$ cat src/rtl/adder_subtractor_seq.sv
// Multi-cycle adder/subtractor: processes CHUNK bits per cycle LSB-first with a
// registered ripple carry, optional signed saturation, valid/ready handshakes.
module adder_subtractor_seq #(
  parameter int WIDTH = 16,
  parameter int CHUNK = 4,
  parameter int SAT   = 0
) (
  input  logic             clk,
  input  logic             rst_n,
  input  logic             in_valid,
  output logic             in_ready,
  input  logic [WIDTH-1:0] x,
  input  logic [WIDTH-1:0] y,
  input  logic             cin,
  input  logic             sel,
  output logic             out_valid,
  input  logic             out_ready,
  output logic [WIDTH-1:0] result,
  output logic             cout,
  output logic             overflow,
  output logic             zero
);

  localparam int NCHUNK = WIDTH / CHUNK;
  localparam int CNT_W  = (NCHUNK > 1) ? $clog2(NCHUNK) : 1;
  localparam logic [CNT_W-1:0] LAST_CNT = CNT_W'(NCHUNK - 1);

  typedef enum logic [1:0] {
    IDLE = 2'd0,
    BUSY = 2'd1,
    DONE = 2'd2
  } state_t;

  state_t                  state_q;
  state_t                  state_d;
  logic [CNT_W-1:0]        cnt_q;
  logic signed [WIDTH-1:0] x_p0;
  logic signed [WIDTH-1:0] b_p0;
  logic                    carry_p0;
  logic signed [WIDTH-1:0] raw_p0;
  logic signed [WIDTH-1:0] raw_nxt;
  logic signed [WIDTH-1:0] res_nxt;
  logic [CHUNK:0]          slice_sum;
  int                      slice_lo;
  logic                    accept;
  logic                    last_chunk;
  logic                    finish;
  logic                    ovf_nxt;
  logic signed [WIDTH-1:0] result_q;
  logic                    cout_q;
  logic                    overflow_q;
  logic                    zero_q;

  // Clamp toward the sign of x: overflow can only push the result away from it.
  function automatic logic signed [WIDTH-1:0] sat_clamp(
    input logic signed [WIDTH-1:0] raw,
    input logic                    ovf,
    input logic                    x_neg
  );
    if (SAT != 0 && ovf) begin
      return x_neg ? {1'b1, {(WIDTH-1){1'b0}}} : {1'b0, {(WIDTH-1){1'b1}}};
    end
    return raw;
  endfunction

  assign accept     = in_valid && (state_q == IDLE);
  assign last_chunk = (cnt_q == LAST_CNT);
  assign finish     = (state_q == BUSY) && last_chunk;
  assign slice_lo   = int'(cnt_q) * CHUNK;

  // ---- stage p0: one CHUNK slice of x + effective B + carry per BUSY cycle
  always_comb begin
    slice_sum = {1'b0, x_p0[slice_lo +: CHUNK]}
              + {1'b0, b_p0[slice_lo +: CHUNK]}
              + {{CHUNK{1'b0}}, carry_p0};
    raw_nxt = raw_p0;
    raw_nxt[slice_lo +: CHUNK] = slice_sum[CHUNK-1:0];
  end

  assign ovf_nxt = (x_p0[WIDTH-1] == b_p0[WIDTH-1]) && (raw_nxt[WIDTH-1] != x_p0[WIDTH-1]);
  assign res_nxt = sat_clamp(raw_nxt, ovf_nxt, x_p0[WIDTH-1]);

  // Operands are captured once at acceptance, so later input changes cannot leak in.
  always_ff @(posedge clk) begin
    if (accept) begin
      x_p0     <= x;
      b_p0     <= sel ? ~y : y;
      carry_p0 <= sel ? ~cin : cin;
    end else if (state_q == BUSY) begin
      carry_p0 <= slice_sum[CHUNK];
      raw_p0   <= raw_nxt;
    end
  end

  always_ff @(posedge clk or negedge rst_n) begin
    if (!rst_n) begin
      cnt_q <= '0;
    end else if (accept) begin
      cnt_q <= '0;
    end else if (state_q == BUSY) begin
      cnt_q <= cnt_q + CNT_W'(1);
    end
  end

  // ---- stage p1: final result and flags, held through DONE
  always_ff @(posedge clk or negedge rst_n) begin
    if (!rst_n) begin
      result_q   <= '0;
      cout_q     <= 1'b0;
      overflow_q <= 1'b0;
      zero_q     <= 1'b0;
    end else if (finish) begin
      result_q   <= res_nxt;
      cout_q     <= slice_sum[CHUNK];
      overflow_q <= ovf_nxt;
      zero_q     <= (res_nxt == '0);
    end
  end

  always_ff @(posedge clk or negedge rst_n) begin
    if (!rst_n) begin
      state_q <= IDLE;
    end else begin
      state_q <= state_d;
    end
  end

  always_comb begin
    state_d = state_q;
    case (state_q)
      IDLE:    if (in_valid) state_d = BUSY;
      BUSY:    if (last_chunk) state_d = DONE;
      DONE:    if (out_ready) state_d = IDLE;
      default: state_d = IDLE;
    endcase
  end

  always_comb begin
    in_ready  = (state_q == IDLE);
    out_valid = (state_q == DONE);
  end

  assign result   = result_q;
  assign cout     = cout_q;
  assign overflow = overflow_q;
  assign zero     = zero_q;

endmodule

$ cat config.mk
export PLATFORM = sky130hd
export DESIGN_NAME = adder_subtractor_seq
export DESIGN_NICKNAME = d
export VERILOG_FILES = /design/src/rtl/adder_subtractor_seq.sv
export SDC_FILE = /design/constraint.sdc
export NUM_CORES = 1
export LEC_CHECK = 0
export CORE_ASPECT_RATIO = 0.5
export CORE_MARGIN = 2
export CORE_UTILIZATION = 59
export CTS_BUF_LIST = sky130_fd_sc_hd__clkbuf_2 sky130_fd_sc_hd__clkbuf_4 sky130_fd_sc_hd__clkbuf_8
export DETAILED_ROUTE_END_ITERATION = 10
export MAX_ROUTING_LAYER = met4
export PLACE_DENSITY = 0.95
export SKIP_LAST_GASP = 1
export SYNTH_ARGS = -nofsm -noshare
export SYNTH_HDL_FRONTEND = slang
export SYNTH_SLANG_ARGS = --single-unit
$ cat constraint.sdc
create_clock -name clk -period 4.9 [get_ports clk]
set_clock_uncertainty 0.1 [all_clocks]
set_input_delay 0.98 -clock clk [delete_from_list [all_inputs] [get_ports clk]]
set_output_delay 0.98 -clock clk [all_outputs]
set_load 0.05 [all_outputs]
==> flow_summary_export.csv <==
group,metric,value,unit
synthesis,synth_xor_area_frac,0.0493,
timing,fin_crit,3.71,ns
route,wl_per_cell,18.4,µm
route,wirelength,6780,µm
finish,fin_nets,339,
floorplanning,core,0.00549,mm²
timing,setup_viol,0,
synthesis,synthesis.nets,278,
cts,post-cts-setup-buffers,0,
placed_design,dpl_cell_area,0.00400,mm²
timing,slew_headroom,0.190,
finish,nFillCells,318,
cts,root_buffer,"clkbuf_8",
synthesis,synth-main-ff-cell,"edfxtp_1",
synthesis,ys_seq_elements,72,
outcome,status,"complete, no violations",
setup_path,r2r-end,"zero$_DFFE_PN0P_",
cts,cts_tree,"yes",
setup_path,critPathCapture,"zero$_DFFE_PN0P_",
timing,hold_viol_final,0,
placed_design,gp_congestion,0.837,
finish,final_cell_area,0.00420,mm²
power,peakVddDrop,0.000381,V
synthesis,async_flop_share,0.319,
timing,rsz0062_at_grt,"false",
hold_path,hp-class,"flop to flop",
synthesis,yosysSeqAreaShare,0.607,
placed_design,io_buffers,58,
floorplanning,dieArea,0.00637,mm²
global_routing,grt_max_degree,34,
setup_path,critPathRequiredTime,5.05,ns
synthesis,syn_avg_cell_area,14.7,µm²
synthesis,synth_top_family_by_area,"multiplexers",
floorplanning,rows,19,
synthesis,synthCells,229,
floorplanning,die_w,111,µm
cts,clock-sinks,72,
floorplanning,io_pins,59,
cts,clk_latency,0.35,ns
power,power_density,740,mW/mm²
synthesis,synth-simple-area-share,0.0846,
timing,slew_violations,0,
global_routing,antenna_found_initial,0,
synthesis,synthAdderAreaFrac,0.0453,
finish,final_common_cell,"clkdlybuf4s50_1",
cts,postCtsHoldBufs,0,
cts,htree_levels,3,
synthesis,synth_compound_area_frac,0.0805,
finish,drive_above_1_share,0.153,
floorplanning,start_util,0.614,
cts,postCtsResizedCells,0,
setup_path,crit_start,"cnt_q[0]$_DFFE_PN0P_",
timing,fmax,270,MHz
setup_path,reg2reg_depth,9,
synthesis,synth_mux_area_frac,0.0998,
synthesis,yosysUniqueCellTypes,46,
route,vias_per_cell,5.75,
global_routing,grt_overflow,0,
setup_path,worstSetupPathType,"flop to flop",
route,drc,0,
setup_path,reg2reg_slack,1.19,ns
cts,cts.clk_slew.worst_paths,0.08,ns
cts,cts_buffer_depth,2,
global_routing,grtUsageTotal,0.242,
finish,regArea,0.00205,mm²
setup_path,endpoint_kind,"flop",
timing,finalCritPeriodShare,0.756,
setup_path,startpoint_type,"flop",
floorplanning,chipHeight,57.5,µm
cts,numCtsBuffers,9,
route,drtIter0Drc,141,
power,power_leakage,1.65,nW
global_routing,grt_pass1_vias,2272,
setup_path,cp_data_arrival_time,3.85,ns
job,maxCapViolCount,0,
finish,multiInputGateArea,0.00121,mm²
synthesis,yosys_warnings,0,
synthesis,synth_edf_count,49,
global_routing,grt_pass1_wl,11200,µm
timing,worstMarginPinSlew,1.21,ns
setup_path,r2r_start,"cnt_q[0]$_DFFE_PN0P_",
finish,area_delta_synth_final,24.6,%
timing,finalSetupTns,0,ns
finish,num_antenna_cells,0,
placed_design,dpl.hpwl,4600,µm
setup_path,path_max_fanout,22,
route,first_pass_iters,4,
route,drtAntennaViolNets,0,
synthesis,netlist_area,0.00337,mm²
timing,whs,0.392,ns
route,num_vias,2115,
finish,layout_common_cells,"clkdlybuf4s50_1 (58), edfxtp_1 (49), dfrtp_1 (23)",
## where the power goes
group | switching [mW] | internal (mW)
clock | 0.238 | 0.238
sequential | 0.139 | 0.938
combinational | 0.953 | 0.607
total | 1.33 | 1.78
## final cells by class
type                    instances  area share
repair buffers                 59       0.140
clock inverters                 7      0.0185
multi-input cells             131       0.288
flip-flops and latches         72       0.487
inverters                      17      0.0152
clock buffers                   9      0.0295
well taps                      73      0.0217
## critical path, cell delays in order (launching register included)
cell and delay [ns]:
dfrtp_1 0.98, mux4_2 0.64, fa_1 0.45, inv_1 0.09
fa_1 0.25, xnor2_1 0.16, a31oi_1 0.30, and3_1 0.22
nand3_1 0.10, o41ai_2 0.30
## per-stage QoR
step                setup slack (ns)  instances  power (mW)   util
global route                   0.915        368        3.29  0.766
CTS                             1.21        368        3.11  0.766
global placement                1.43        352        2.55  0.729
detailed placement              1.28        352        2.61  0.729
finish                          1.19        368        3.11  0.766
floorplan                       1.75        229        2.19      -
## logic make-up after synthesis
kind of cell / Yosys count
AO/OA/AOI/OAI: 34
XOR/XNOR: 19
adder cells (fa/ha/maj): 11
buffers and inverters: 26
flip-flops: 72
multiplexers: 22
AND/OR/NAND/NOR: 45
## cells in the mapped netlist (2+ instances only)
master | number | share of area
nand3_1 | 5 | 0.0074
nand2b_1 | 2 | 0.0037
buf_2 | 4 | 0.0059
o32ai_2 | 2 | 0.0096
inv_1 | 17 | 0.019
nor2b_1 | 11 | 0.020
a21oi_1 | 4 | 0.0059
nor2_1 | 8 | 0.0089
mux4_2 | 8 | 0.053
a41o_1 | 2 | 0.0059
xor2_1 | 18 | 0.047
dfrtp_1 | 23 | 0.17
o22ai_1 | 2 | 0.0037
edfxtp_1 | 49 | 0.44
nand2_1 | 8 | 0.0089
a22o_1 | 2 | 0.0052
nand4bb_1 | 2 | 0.0067
a31oi_1 | 2 | 0.0037
ha_1 | 9 | 0.033
o21ai_0 | 8 | 0.012
clkbuf_1 | 3 | 0.0033
a31o_1 | 4 | 0.010
mux2_1 | 2 | 0.0067
fa_1 | 2 | 0.012
mux2_2 | 11 | 0.037
## worst min path at each step
stage,endpoint,cells after the start,slack [ns],startpoint
2_1_floorplan,result[0]$_DFFE_PN0P_,2,0.44,raw_p0[0]$_DFFE_PP_
3_3_place_gp,cout$_DFFE_PN0P_,2,0.37,cout$_DFFE_PN0P_
3_5_place_dp,overflow$_DFFE_PN0P_,2,0.37,overflow$_DFFE_PN0P_
4_1_cts,overflow$_DFFE_PN0P_,2,0.39,overflow$_DFFE_PN0P_
5_1_grt,cout$_DFFE_PN0P_,2,0.43,cout$_DFFE_PN0P_
6_report,overflow$_DFFE_PN0P_,2,0.39,overflow$_DFFE_PN0P_
## registers in the layout, indices dropped and copies added (netlist names)
| signal | count |
|---|---|
| state_q | 2 |
| overflow | 1 |
| zero | 1 |
| b_p0 | 16 |
| cout | 1 |
| carry_p0 | 1 |
| result | 16 |
| cnt_q | 2 |
| x_p0 | 16 |
| raw_p0 | 16 |
## metal layers
metal | track usage | up-vias | part of all wire | routed length, µm
li1 | - | 970 | - | -
met1 | 0.289 | 1055 | 0.42 | 2860
met2 | 0.406 | 74 | 0.50 | 3370
met3 | 0.0595 | 16 | 0.057 | 386
met4 | 0.0982 | 0 | 0.024 | 163
met5 | - | - | 0 | 0
(Power assumes the default switching activity.)
==> RTL edit 1, RTL diff (config.mk and constraints unchanged) <==
Make the reset (`rst_n`) synchronous in 3 clocked blocks.
--- a/src/rtl/adder_subtractor_seq.sv
+++ b/src/rtl/adder_subtractor_seq.sv
@@ -94,3 +94,3 @@
 
-  always_ff @(posedge clk or negedge rst_n) begin
+  always_ff @(posedge clk) begin
     if (!rst_n) begin
@@ -105,3 +105,3 @@
   // ---- stage p1: final result and flags, held through DONE
-  always_ff @(posedge clk or negedge rst_n) begin
+  always_ff @(posedge clk) begin
     if (!rst_n) begin
@@ -119,3 +119,3 @@
 
-  always_ff @(posedge clk or negedge rst_n) begin
+  always_ff @(posedge clk) begin
     if (!rst_n) begin
Formal check against the unedited RTL: differs if rst_n is asserted again (counterexample within 4 cycles, from zero or initial values and one cycle with rst_n low); with rst_n held inactive, the same outputs for 10 cycles.
==> RTL edit 1 against the original RTL <==
- die area is 2.8% lower
- sequential cell count stayed put
- area after synthesis is 3.0% lower
- sequential share of layout area is 1.3 points lower
- setup slack better by 400 ps
- wire length is 5.3% higher
- cell area is 3.1% lower
- largest cell class unchanged
Power is not compared: it rests on default switching activity, and its combinational part moved more than twofold at a synthesized area within 25%.
==> RTL edit 1: results (changes against the original RTL) <==
* Status: complete, no violations (unchanged)
* Metal2 WL at 3650 um (was 3370 um)
* Met3 usage at 8.25% (was 5.95%)
* Total Routing Usage GR at 26.4% (was 24.2%)
* M1 GR Usage at 31.5% (was 28.9%)
* Synthesized net count at 312 (was 278)
* Met3 wire len at 447 um (was 386 um)
* First-pass GRT wire length at 11,500 um (was 11,200 um)
* Via density per instance at 5.64 (was 5.75)
* Vias in the first global route at 2,297 (was 2,272)
* Sequential share of the synthesized area at 59.0% (was 60.7%)
* Share of layout cells above drive strength 1 at 10.7% (was 15.3%)
* Distinct cells, synth at 49 (was 46)
* Dpl cell area at 3910 um^2 (was 4000 um^2)
* Hpwl dp at 5010 um (was 4600 um)
* Fillers at 354 (was 318)
* GR Util met2 at 42.3% (was 40.6%)
* H-tree levels at 3 (unchanged)
* Slew @ Worst Pin at 1200 ps (was 1210 ps)
* Max FO, Critical Path at 9 (was 22)
* WP data arrival at 3470 ps (was 3850 ps)
* Hold Crit Start: result[1] (was overflow)
* Met1 WL at 2890 um (was 2860 um)
* Critical path's slowest cell: dfxtp_1 (was dfrtp_1)
* Post-synthesis xor/xnor area fraction at 5.09% (was 4.93%)
* Synth Area in Compound Gates at 8.49% (was 8.05%)
* Commonest cells in the netlist: edfxtp_1 (49), nor2_1 (36), dfxtp_1 (23) (was edfxtp_1 (49), dfrtp_1 (23), xor2_1 (18))
* Synth area leaders: edfxtp_1 (45%), dfxtp_1 (14%), mux4_2 (5.5%) (was edfxtp_1 (44%), dfrtp_1 (17%), mux4_2 (5.3%))
* CP max stage delay at 650 ps (was 980 ps)
* Adder-Cell Fraction of Synth Area at 4.67% (was 4.53%)
* Critical path origin: cnt_q[0] (unchanged)
* DR top layer: met4 (unchanged)
* Mux contribution to synthesized area at 5.85% (was 9.98%)
* Initial drt markers at 175 (was 141)
* Async S/R FF share, synth at 0% (was 31.9%)
* Final Net Count at 371 (was 339)
* Post-Layout Inst Area at 4070 um^2 (was 4200 um^2)
[RTL edit 1: final cells by class]
| cell class | instances | share of cell area [%] |
|---|---|---|
| flip-flops and latches | 72 | 47.4 |
| multi-input cells | 163 | 30.2 |
| repair buffers | 59 | 14.4 |
| clock buffers | 12 | 3.59 |
| well taps | 73 | 2.24 |
| inverters | 17 | 1.57 |
| clock inverters | 4 | 0.522 |
[RTL edit 1: worst paths after layout]
kind	slack, ps	endpoint	depth (start not counted)
worst max-delay path	1600	zero	9
worst max register to register	1600	zero	9
worst min register to register	400	result[1]	2
worst min-delay path	400	result[1]	2
[RTL edit 1: per-stage QoR]
stage	hold slack (ps)	setup WS, ps	instances
floorplan	423	1750	263
detailed placement	391	1630	384
global route	425	1310	400
finish	402	1600	400
global placement	386	1700	384
CTS	401	1560	400
[RTL edit 1: tightest hold or removal path, stage by stage (launching register included)]
cell and delay [ps]:
dfxtp_1 310, nor2_1 100, nor3_1 50
==> RTL edit 2, RTL diff (same settings) <==
Without the edit above. Change the parameter `SAT` from 0 to 1.
--- a/src/rtl/adder_subtractor_seq.sv
+++ b/src/rtl/adder_subtractor_seq.sv
@@ -5,3 +5,3 @@
   parameter int CHUNK = 4,
-  parameter int SAT   = 0
+  parameter int SAT   = 1
 ) (
Function: changed (a bounded check fails within 10 cycles, from zero or initial values and one cycle with rst_n low).
==> RTL edit 2 against the original RTL <==
- area after synthesis rose by 2.3%
- cell area rose by 1.1%
- global-route usage rose by 0.83 points
- total power rose by 3.2%
- hold slack got worse by 4.0 ps
- wire length rose by 7.6%
- setup slack improved by 98 ps
- sequential cell count did not move
- synthesized cell count rose by 16%
- clock power fell by 12%
- sequential share of layout area fell by 0.53 points
- largest cell class unchanged
==> RTL edit 2: results (changes against the original RTL) <==
* Status: complete, no violations (unchanged)
* WP data arrival at 3770 ps (was 3850 ps)
* CTS Root Cell: clkbuf_8 (unchanged)
* N_diodes at 0 (unchanged)
* Vias in the first global route at 2,367 (was 2,272)
* Final wirelength at 7290 um (was 6780 um)
* Share of layout cells above drive strength 1 at 11.2% (was 15.3%)
* CP max stage delay at 940 ps (was 980 ps)
* Post-Syn Area per Cell at 13.0 um^2 (was 14.7 um^2)
* Maximum vdd drop at 0.506 mV (was 0.381 mV)
* Dpl cell area at 4070 um^2 (was 4000 um^2)
* Async S/R FF share, synth at 31.9% (unchanged)
* Final Net Count at 375 (was 339)
* Max FO, Critical Path at 22 (unchanged)
* Fillers at 326 (was 318)
* Dpl cells at 388 (was 352)
* Yosys warns at 0 (unchanged)
* Synth area leaders: edfxtp_1 (43%), dfrtp_1 (17%), mux4_2 (5.2%) (was edfxtp_1 (44%), dfrtp_1 (17%), mux4_2 (5.3%))
* Sequential share of the synthesized area at 59.3% (was 60.7%)
* Initial drt markers at 142 (was 141)
* First-pass GRT wire length at 11,700 um (was 11,200 um)
* Worst Hold Class: flip-flop to flip-flop (unchanged)
* Largest net degree at the start of global routing at 34 (unchanged)
* Commonest cells in the netlist: edfxtp_1 (49), nand2_1 (25), dfrtp_1 (23) (was edfxtp_1 (49), dfrtp_1 (23), xor2_1 (18))
* Synthesized net count at 315 (was 278)
* Total Routing Usage GR at 25.0% (was 24.2%)
* Setup Buffers After CTS at 0 (unchanged)
* EDFF count, synth at 49 (unchanged)
* Slew HR at 20.5% (was 19.0%)
* Distinct cells, synth at 43 (was 46)
* Worst-Skew Late Latency at 350 ps (about the same)
* Static leakage at 1.66 nW (was 1.65 nW)
* Worst-path clk slew at 70 ps
* Wire per inst at 18.1 um (was 18.4 um)
* Hpwl dp at 5370 um (was 4600 um)
* Pre-CTS setup slack at 1330 ps (was 1280 ps)
* Via density per instance at 5.67 (was 5.75)
* GPL Wtd Cong at 0.939 (was 0.837)
==> RTL edit 2: cell type report <==
cell class	count	area, um^2	share of cell area, %
Clock buffer	11	145	3.41
Timing Repair Buffer	58	581	13.7
Multi-Input combinational cell	166	1280	30.1
Sequential cell	72	2050	48.2
Clock inverter	5	33.8	0.795
Tap cell	73	91.3	2.15
Inverter	19	71.3	1.68
==> RTL edit 2: logic make-up (layout without fill, tap and decap cells) <==
logic type | Yosys count | after routing | share of synthesized area [%]
AND/OR/NAND/NOR | 80 | 80 | 12.4
flip-flops | 72 | 72 | 59.3
AO/OA/AOI/OAI | 49 | 49 | 10.3
buffers and inverters | 28 | 93 | 3.55
XOR/XNOR | 18 | 18 | 4.79
adder cells (fa/ha/maj) | 11 | 11 | 4.42
multiplexers | 8 | 8 | 5.22
==> RTL edit 2: path summary, 6_finish.rpt <==
| kind | startpoint | to | slack (ps) | cells after the start |
|---|---|---|---|---|
| setup / recovery | cnt_q[0] | zero | 1290 | 9 |
| hold / removal | result[15] | result[15] | 390 | 2 |
| setup reg to reg | cnt_q[0] | zero | 1290 | 9 |
| hold reg to reg | result[15] | result[15] | 390 | 2 |
| max in group asynchronous | rst_n | result[6] | 2930 | 1 |
| min in group asynchronous | rst_n | result[1] | 1120 | 1 |
==> RTL edit 2: critical path: cells and delay by family (launching register included) <==
family	cells	cell delay, ps
compound gates	2	450
fa+ha+maj	2	690
buf+inv	1	110
flops	1	940
mux	1	630
simple gates	3	610
==> RTL edit 2: routing by layer <==
metal	global-route usage, %	up-vias	part of all wire [%]
li1	-	1077	-
met1	30.3	1102	44
met2	39.9	100	48
met3	9.10	10	6.5
met4	8.19	0	1.4
met5	-	-	0
==> RTL edit 2: where the power goes <==
| group | total, mW | internal [mW] | switching [mW] |
|---|---|---|---|
| clock | 0.417 | 0.202 | 0.215 |
| combinational | 1.70 | 0.618 | 1.08 |
| sequential | 1.09 | 0.951 | 0.142 |
| total | 3.21 | 1.77 | 1.44 |
